<file path="src/rtl/conv_stream.sv">
// conv_stream: streaming KxK valid-mode 2-D correlation over a raster-order image.
// Unsigned pixels and signed coefficients; the result is shifted right by SHIFT and clamped to WIDTH_BIT bits.
module conv_stream #(
   parameter int K         = 3,
   parameter int WIDTH_BIT = 8,
   parameter int IMG_W     = 32,
   parameter int IMG_H     = 32,
   parameter int SHIFT     = 0
) (
   input  logic                   clock,
   input  logic                   reset,
   input  logic                   start,
   input  logic                   kernel_we,
   input  logic [$clog2(K*K)-1:0] kernel_addr,
   input  logic [WIDTH_BIT-1:0]   kernel_data,
   input  logic                   pix_valid,
   output logic                   pix_ready,
   input  logic [WIDTH_BIT-1:0]   pix_data,
   output logic                   out_valid,
   input  logic                   out_ready,
   output logic [WIDTH_BIT-1:0]   out_data,
   output logic                   out_last,
   output logic                   done,
   output logic                   busy
);

   localparam int NK = K * K;
   localparam int AB = $clog2(NK);
   localparam int AW = 2 * WIDTH_BIT + AB + 1;
   localparam int CW = $clog2(IMG_W);
   localparam int RW = $clog2(IMG_H);
   localparam int KB = $clog2(K);
   localparam int LB = $clog2(K - 1);

   typedef enum logic [1:0] {
      S_IDLE,
      S_RUN,
      S_DRAIN
   } state_t;

   state_t                      state_q, state_d;
   logic [CW-1:0]               col_q, col_d;
   logic [RW-1:0]               row_q, row_d;
   logic signed [WIDTH_BIT-1:0] coef_q [NK];
   logic signed [WIDTH_BIT-1:0] coef_d [NK];
   logic [WIDTH_BIT-1:0]        lb_q [K-1][IMG_W];
   logic [WIDTH_BIT-1:0]        lb_d [K-1][IMG_W];
   logic [WIDTH_BIT-1:0]        win_q [K][K];
   logic [WIDTH_BIT-1:0]        win_d [K][K];

   logic                        s1_valid_q, s1_valid_d;
   logic                        s1_last_q, s1_last_d;
   logic signed [AW-1:0]        s1_acc_q, s1_acc_d;
   logic                        out_valid_q, out_valid_d;
   logic                        out_last_q, out_last_d;
   logic [WIDTH_BIT-1:0]        out_data_q, out_data_d;
   logic                        done_q, done_d;
   logic                        busy_q, busy_d;

   logic                        en;
   logic                        accept;
   logic                        at_last_pix;
   logic                        win_ok;
   logic signed [AW-1:0]        acc;
   logic signed [AW-1:0]        shifted;
   logic [WIDTH_BIT-1:0]        clamped;

   // Frame control, pixel position and coefficient store
   always_comb begin
      en          = !out_valid_q || out_ready;
      pix_ready   = (state_q == S_RUN) && en;
      accept      = pix_valid && pix_ready;
      at_last_pix = (col_q == CW'(IMG_W - 1)) && (row_q == RW'(IMG_H - 1));
      win_ok      = (col_q >= CW'(K - 1)) && (row_q >= RW'(K - 1));

      state_d = state_q;
      col_d   = col_q;
      row_d   = row_q;
      coef_d  = coef_q;
      done_d  = 1'b0;

      unique case (state_q)
         S_IDLE: begin
            if (kernel_we && (kernel_addr < AB'(NK))) begin
               coef_d[kernel_addr] = kernel_data;
            end
            if (start) begin
               state_d = S_RUN;
               col_d   = '0;
               row_d   = '0;
            end
         end
         S_RUN: begin
            if (accept) begin
               if (at_last_pix) begin
                  state_d = S_DRAIN;
                  col_d   = '0;
                  row_d   = '0;
               end else if (col_q == CW'(IMG_W - 1)) begin
                  col_d = '0;
                  row_d = row_q + 1'b1;
               end else begin
                  col_d = col_q + 1'b1;
               end
            end
         end
         S_DRAIN: begin
            if (out_valid_q && out_ready && out_last_q) begin
               state_d = S_IDLE;
               done_d  = 1'b1;
            end
         end
         default: state_d = S_IDLE;
      endcase

      busy_d = (state_d != S_IDLE);
   end

   // Window and line buffers; the window is summed in its post-shift form so the
   // accepted pixel's result reaches stage 1 on its own acceptance edge.
   always_comb begin
      win_d = win_q;
      lb_d  = lb_q;
      if (accept) begin
         for (int unsigned r = 0; r < K; r++) begin
            for (int unsigned c = 0; c < K - 1; c++) begin
               win_d[KB'(r)][KB'(c)] = win_q[KB'(r)][KB'(c + 1)];
            end
         end
         win_d[KB'(K - 1)][KB'(K - 1)] = pix_data;
         for (int unsigned i = 0; i < K - 1; i++) begin
            win_d[KB'(K - 2 - i)][KB'(K - 1)] = lb_q[LB'(i)][col_q];
         end
         lb_d[0][col_q] = pix_data;
         for (int unsigned i = 1; i < K - 1; i++) begin
            lb_d[LB'(i)][col_q] = lb_q[LB'(i - 1)][col_q];
         end
      end

      acc = '0;
      for (int unsigned r = 0; r < K; r++) begin
         for (int unsigned c = 0; c < K; c++) begin
            acc = acc + AW'(signed'({1'b0, win_d[KB'(r)][KB'(c)]})) * AW'(coef_q[AB'(r * K + c)]);
         end
      end
   end

   // Shift and clamp of the stage-1 accumulator, then the two-stage pipeline
   always_comb begin
      shifted = s1_acc_q >>> SHIFT;
      if (shifted[AW-1]) begin
         clamped = '0;
      end else if (|shifted[AW-2:WIDTH_BIT]) begin
         clamped = '1;
      end else begin
         clamped = shifted[WIDTH_BIT-1:0];
      end

      s1_valid_d  = s1_valid_q;
      s1_last_d   = s1_last_q;
      s1_acc_d    = s1_acc_q;
      out_valid_d = out_valid_q;
      out_last_d  = out_last_q;
      out_data_d  = out_data_q;
      if (en) begin
         s1_valid_d  = accept && win_ok;
         s1_last_d   = accept && at_last_pix;
         s1_acc_d    = acc;
         out_valid_d = s1_valid_q;
         out_last_d  = s1_valid_q && s1_last_q;
         if (s1_valid_q) begin
            out_data_d = clamped;
         end
      end
   end

   always_ff @(posedge clock) begin
      if (reset) begin
         state_q     <= S_IDLE;
         col_q       <= '0;
         row_q       <= '0;
         coef_q      <= '{default: '0};
         s1_valid_q  <= 1'b0;
         s1_last_q   <= 1'b0;
         s1_acc_q    <= '0;
         out_valid_q <= 1'b0;
         out_last_q  <= 1'b0;
         out_data_q  <= '0;
         done_q      <= 1'b0;
         busy_q      <= 1'b0;
      end else begin
         state_q     <= state_d;
         col_q       <= col_d;
         row_q       <= row_d;
         coef_q      <= coef_d;
         s1_valid_q  <= s1_valid_d;
         s1_last_q   <= s1_last_d;
         s1_acc_q    <= s1_acc_d;
         out_valid_q <= out_valid_d;
         out_last_q  <= out_last_d;
         out_data_q  <= out_data_d;
         done_q      <= done_d;
         busy_q      <= busy_d;
      end
   end

   // Pixel storage carries no reset; stale contents never reach a valid window
   always_ff @(posedge clock) begin
      win_q <= win_d;
      lb_q  <= lb_d;
   end

   assign out_valid = out_valid_q;
   assign out_last  = out_last_q;
   assign out_data  = out_data_q;
   assign done      = done_q;
   assign busy      = busy_q;

endmodule

</file>
<file path="config.mk">
export PLATFORM = sky130hd
export DESIGN_NAME = conv_stream
export DESIGN_NICKNAME = d
export VERILOG_FILES = /design/src/rtl/conv_stream.sv
export SDC_FILE = /design/constraint.sdc
export NUM_CORES = 1
export LEC_CHECK = 0
export BUFFER_PORTS_ARGS = -buffer_cell sky130_fd_sc_hd__buf_2
export CAP_MARGIN = 20
export CORE_MARGIN = 3
export CORE_UTILIZATION = 45
export CTS_BUF_LIST = sky130_fd_sc_hd__clkbuf_8
export DETAILED_ROUTE_END_ITERATION = 7
export GPL_TIMING_DRIVEN = 0
export PLACE_DENSITY = 0.82
export REMOVE_ABC_BUFFERS = 1
export SLEW_MARGIN = 20
export SYNTH_ARGS = -nofsm -noshare
export SYNTH_HDL_FRONTEND = slang
export SYNTH_SLANG_ARGS = --single-unit
</file>
<file path="constraint.sdc">
create_clock -name clock -period 3.75 [get_ports clock]
set_input_delay 0.75 -clock clock [delete_from_list [all_inputs] [get_ports clock]]
set_output_delay 0.75 -clock clock [all_outputs]
set_load 0.02 [all_outputs]
</file>
; ---- Yosys cells after proc, flatten, opt, wreduce, memory -nomap -nowiden
; Index checks and enable logic that the tools add are counted.
[classes]
addsub = 2
order_cmp = 2
eq_ne = 7
mux = 15
bitwise_logic = 1
n_reduce_logical = 17
[ops]
columns = cell, count
row1 = $mux 5, 7
row2 = $pmux 5 s2, 2
row3 = $add 5x1->5 const B, 2
row4 = $eq 5x5->1 const B, 2
row5 = $ge 5x2->1 const B, 2
row6 = $logic_and 1x1->1, 9
row7 = $mux 2, 4
row8 = $pmux 2 s3, 1
row9 = $ne 2x2->1 const B, 2
row10 = $reduce_and 4->1, 1
row11 = $reduce_bool 2->1, 2
row12 = $ne 3x2->1 const B, 1
row13 = $reduce_and 3->1, 1
row14 = $eq 2x1->1 const B, 1
row15 = $eq 2x2->1 const B, 1
row16 = $logic_not 2->1, 1
row17 = $reduce_or 2->1, 1
row18 = $logic_not 1->1, 1
row19 = $logic_or 1x1->1, 1
row20 = $mux 1, 1
row21 = $not 1->1, 1
[word_totals]
regBits = 18
in_bits = 26
out_inout_bits = 13
word_cells = 53

; ---- Logic depth before layout (Yosys ltp)
[depth]
word_depth = 7
depth_mapped = 7
ltp_nobuf = 7

; ---- Least setup slack after synthesis
; OpenSTA, ideal clock, no wires.
[synth_path]
kind = input-to-output
startpoint = input out_ready
endpoint = output pix_ready
arrival_time_ps = 1271
required_ps = 3000
slack_ps = 1729
path_stages = 3
n_path_buf = 1
path_cell_list = nor2b_1 buf_6 nor2_1
[synth_via]
elab_chain_len = 2
[synth_lines]
columns = element, line_no
row1 = from (decl), 20  ; input logic out_ready,
row2 = $logic_or 1x1->1, 70  ; en = !out_valid_q || out_ready;
row3 = $logic_and 1x1->1, 71  ; pix_ready = (state_q == S_RUN) && en;
row4 = to (decl), 17  ; output logic pix_ready,
; Every way passes these cells.

; ---- Final worst setup path
; Same ends and word-level chain as after synthesis.

==> impl_results.md <==
* WS Path Type: in2out
* Crit path time final at 2527 ps
* Max-capacitance violation count at 0
* Final WL at 2095 µm
* Vias at 850
* Crit-path max FO at 9
* CTS sink count at 18
* Outcome: completed
* Endpoints failing setup at 0
* RD Place Congestion at 0.8708
* Maximum root-to-sink buffer count at 2
* #FFs+latches synth at 18
* Initial core utilization at 0.5036
* Hpwl dp at 1506 µm
* Fin. Hold Viols at 0
* Post_cts resized at 0
* Unique masters post-synth at 44
* Top cells by area, synth: dfxtp_1 (34%), ha_1 (7.2%), buf_4 (5.7%), nand3_1 (3.3%), nor2_1 (3.2%)
* Die width at 54.27 µm
* Crit start category: input port
* Cell depth of the worst setup path at 4
* Fin Setup TNS at 0 ps
* Wire per inst at 13.97 µm
* Fraction of layout cells with a size suffix above 1 at 0.1626
* Clock transition at the registers of the reported paths at 70 ps
* Post-CTS Setup Repair Bufs at 0
* Psw at 0.09163 mW
* Hold buffers post-CTS at 0
* Mapped Cells at 115
* Int Pwr at 0.2966 mW
* GRT overflow at 0
* Antenna diodes at 0
* Post-route setup slack at about 1200 ps
* Static Leak at 0.4557 nW
* DP Worst Slack at 1242 ps
* CTS buffer count at 3
* Yosys top cell area share at 0.3437
* Slew Viols, Final at 0
* Critical Path End Type: primary output
* Multi-input gate area at 591.8 µm²
* Vias in the first global route at 814
* Fmax achieved at 395.7 MHz
* Total core area at 2082 µm²
* Async set-reset flop share out of synthesis at 0
* Worst rel slew slack at 0.5400
* Register area at 360.3 µm²
* Clock group share of total power at 0.404
* # DRC at 0
* Slew at the pin closest to its max-slew limit at between 600 and 700 ps
* Post-synthesis instance area at 1049 µm²
* Final net count at 156
* Crit-path max cell delay at around 540 ps
* Combinational power share at 0.092
* Vias per cell at 5.667
* H-tree Lvls at 1
* Slowest cell on the critical path: nor2b_1
* Post-synthesis sequential area ratio at 0.3437
* First-pass GRT wire length at about 3400 µm
* Max VDD drop at ~0.00027 V
* Avg Cell Area, Syn at between 9 and 10 µm²
* R2R depth at 7
* FILL cells at 197
* YS warnings at 0
* Prevailing post-synth register cell: dfxtp_1
* Reg power frac at 0.504
* Die ar. at a little under 3000 µm²
* Area Growth Syn to Fin at 5.728%
* EDFF count, synth at 0
* Clk_lat worst skew at 250 ps
* First DRT Iteration DRCs at 17
* Hold path cells at 2
* DRT antenna net count at 0
* RSZ-0062 raised after global routing: false
* CP delay by family, top: simple AND/OR/NAND/NOR gates
* Leading area contributor after synthesis: dfxtp_1
* WP buf/inv at 2
* Switching Fraction at 0.2360
* Drt pass-1 iters at 4
* I/O pin total at 39
* Tot GR Track Use at 0.1597
* Initial antenna violation count at 0
* Fin crit share at 0.6739
* CTS tree: built
* Row Count at 16
* Root buf cell: clkbuf_8
* Crit path cell chain: buf_2, nor2b_1, nor2_1, buf_2
* Signal arrival time at the worst endpoint at roughly 1800 ps
* CP required at 3000 ps
* Die H at 54.27 µm
* Final worst clock skew at 1.291 ps
* I/O Buffers at 9
* Critical path's most frequent cell: buf_2
* Hold WC Path Type: reg2reg
* Largest net degree at the start of global routing at 24
* Power Dens Cells at 350.3 nW/µm²
-- metal layers --
| metal | part of all wire | GRT usage | vias to the layer above |
|---|---|---|---|
| met5 | 0 | 0 | - |
| met4 | 0.030 | 0.09959 | 0 |
| met3 | 0.030 | 0.02997 | 9 |
| met2 | 0.49 | 0.2649 | 22 |
| met1 | 0.45 | 0.1882 | 403 |
| li1 | - | - | 416 |
-- area by class of cell --
class	count	area share
inverters	6	0.02032
clock buffers	4	0.04966
multi-input cells	86	0.5339
repair buffers	9	0.04063
flip-flops and latches	18	0.3251
well taps	27	0.03047
-- worst register-to-register path, cell delays in order, from the launching register on --
cell	delay [ps]
dfxtp_1	400
ha_1	220
and3_1	180
ha_1	300
inv_2	70
o41ai_4	470
nor2_2	90
a211o_1	290
-- power groups by stage --
stage                     sequential, mW  clock (mW)  combinational, mW
after floorplan                    0.201           0             0.0231
after global placement             0.200           0             0.0338
after detailed placement           0.200           0             0.0348
after CTS                          0.196       0.158             0.0354
after global routing               0.196       0.164             0.0391
final                              0.196       0.157             0.0357
-- cell families after synthesis --
family                     count (synthesis)  share of synthesized area
and+or+nand+nor                           50                     0.2888
AOI/OAI and AO/OA                         20                     0.1575
adders and majority gates                  6                    0.07160
DFF                                       18                     0.3437
buffers and inverters                     18                     0.1169
xor gates and xnor gates                   1                   0.008355
muxes                                      1                   0.009547
other                                      1                   0.003577
-- state kept, by name (all words and copies together), names as in the netlist --
name        count
col_q           5
row_q           5
state_q         2
busy            1
done            1
out_last        1
out_valid       1
s1_last_q       1
s1_valid_q      1
-- cell usage after synthesis (2+ instances only) --
library cell,count
a21o_2,2
a21oi_1,5
and3_1,2
buf_4,8
buf_6,2
dfxtp_1,18
ha_1,6
inv_1,5
nand2_1,4
nand2b_1,4
nand3_1,7
nand4b_1,2
nor2_1,9
nor3_1,5
nor3b_1,4
nor4b_1,2
o21ai_0,2
or3b_1,2
-- stage by stage --
step	instance area (µm²)	power (mW)	utilization	cells	hold slack [ps]
after global placement	1054	0.2337	0.5060	146	450.6
final	1109	0.3883	0.5325	150	472.0
after detailed placement	1054	0.2349	0.5060	146	461.9
after global routing	1109	0.3991	0.5325	150	516.7
after floorplan	974.7	0.2236	-	110	430.9
after CTS	1109	0.3888	0.5325	150	471.0
-- layout by cell type, fill, tap and decap left out, types with 5 or more instances in the layout --
cell type,n
dfxtp_1,18
buf_2,9
nand3_1,7
a21oi_1,5
ha_1,6
conb_1,8
nor2_1,9
nor3_1,5
inv_1,5
-- worst paths after layout --
kind / start / end / slack [ps]
setup / recovery: out_ready / pix_ready / 1220
hold / removal: s1_last_q / s1_last_q / 470
setup reg to reg: col_q[1] / row_q[2] / 1620
hold reg to reg: s1_last_q / s1_last_q / 470
No activity file was read; power rests on OpenSTA's default activity.
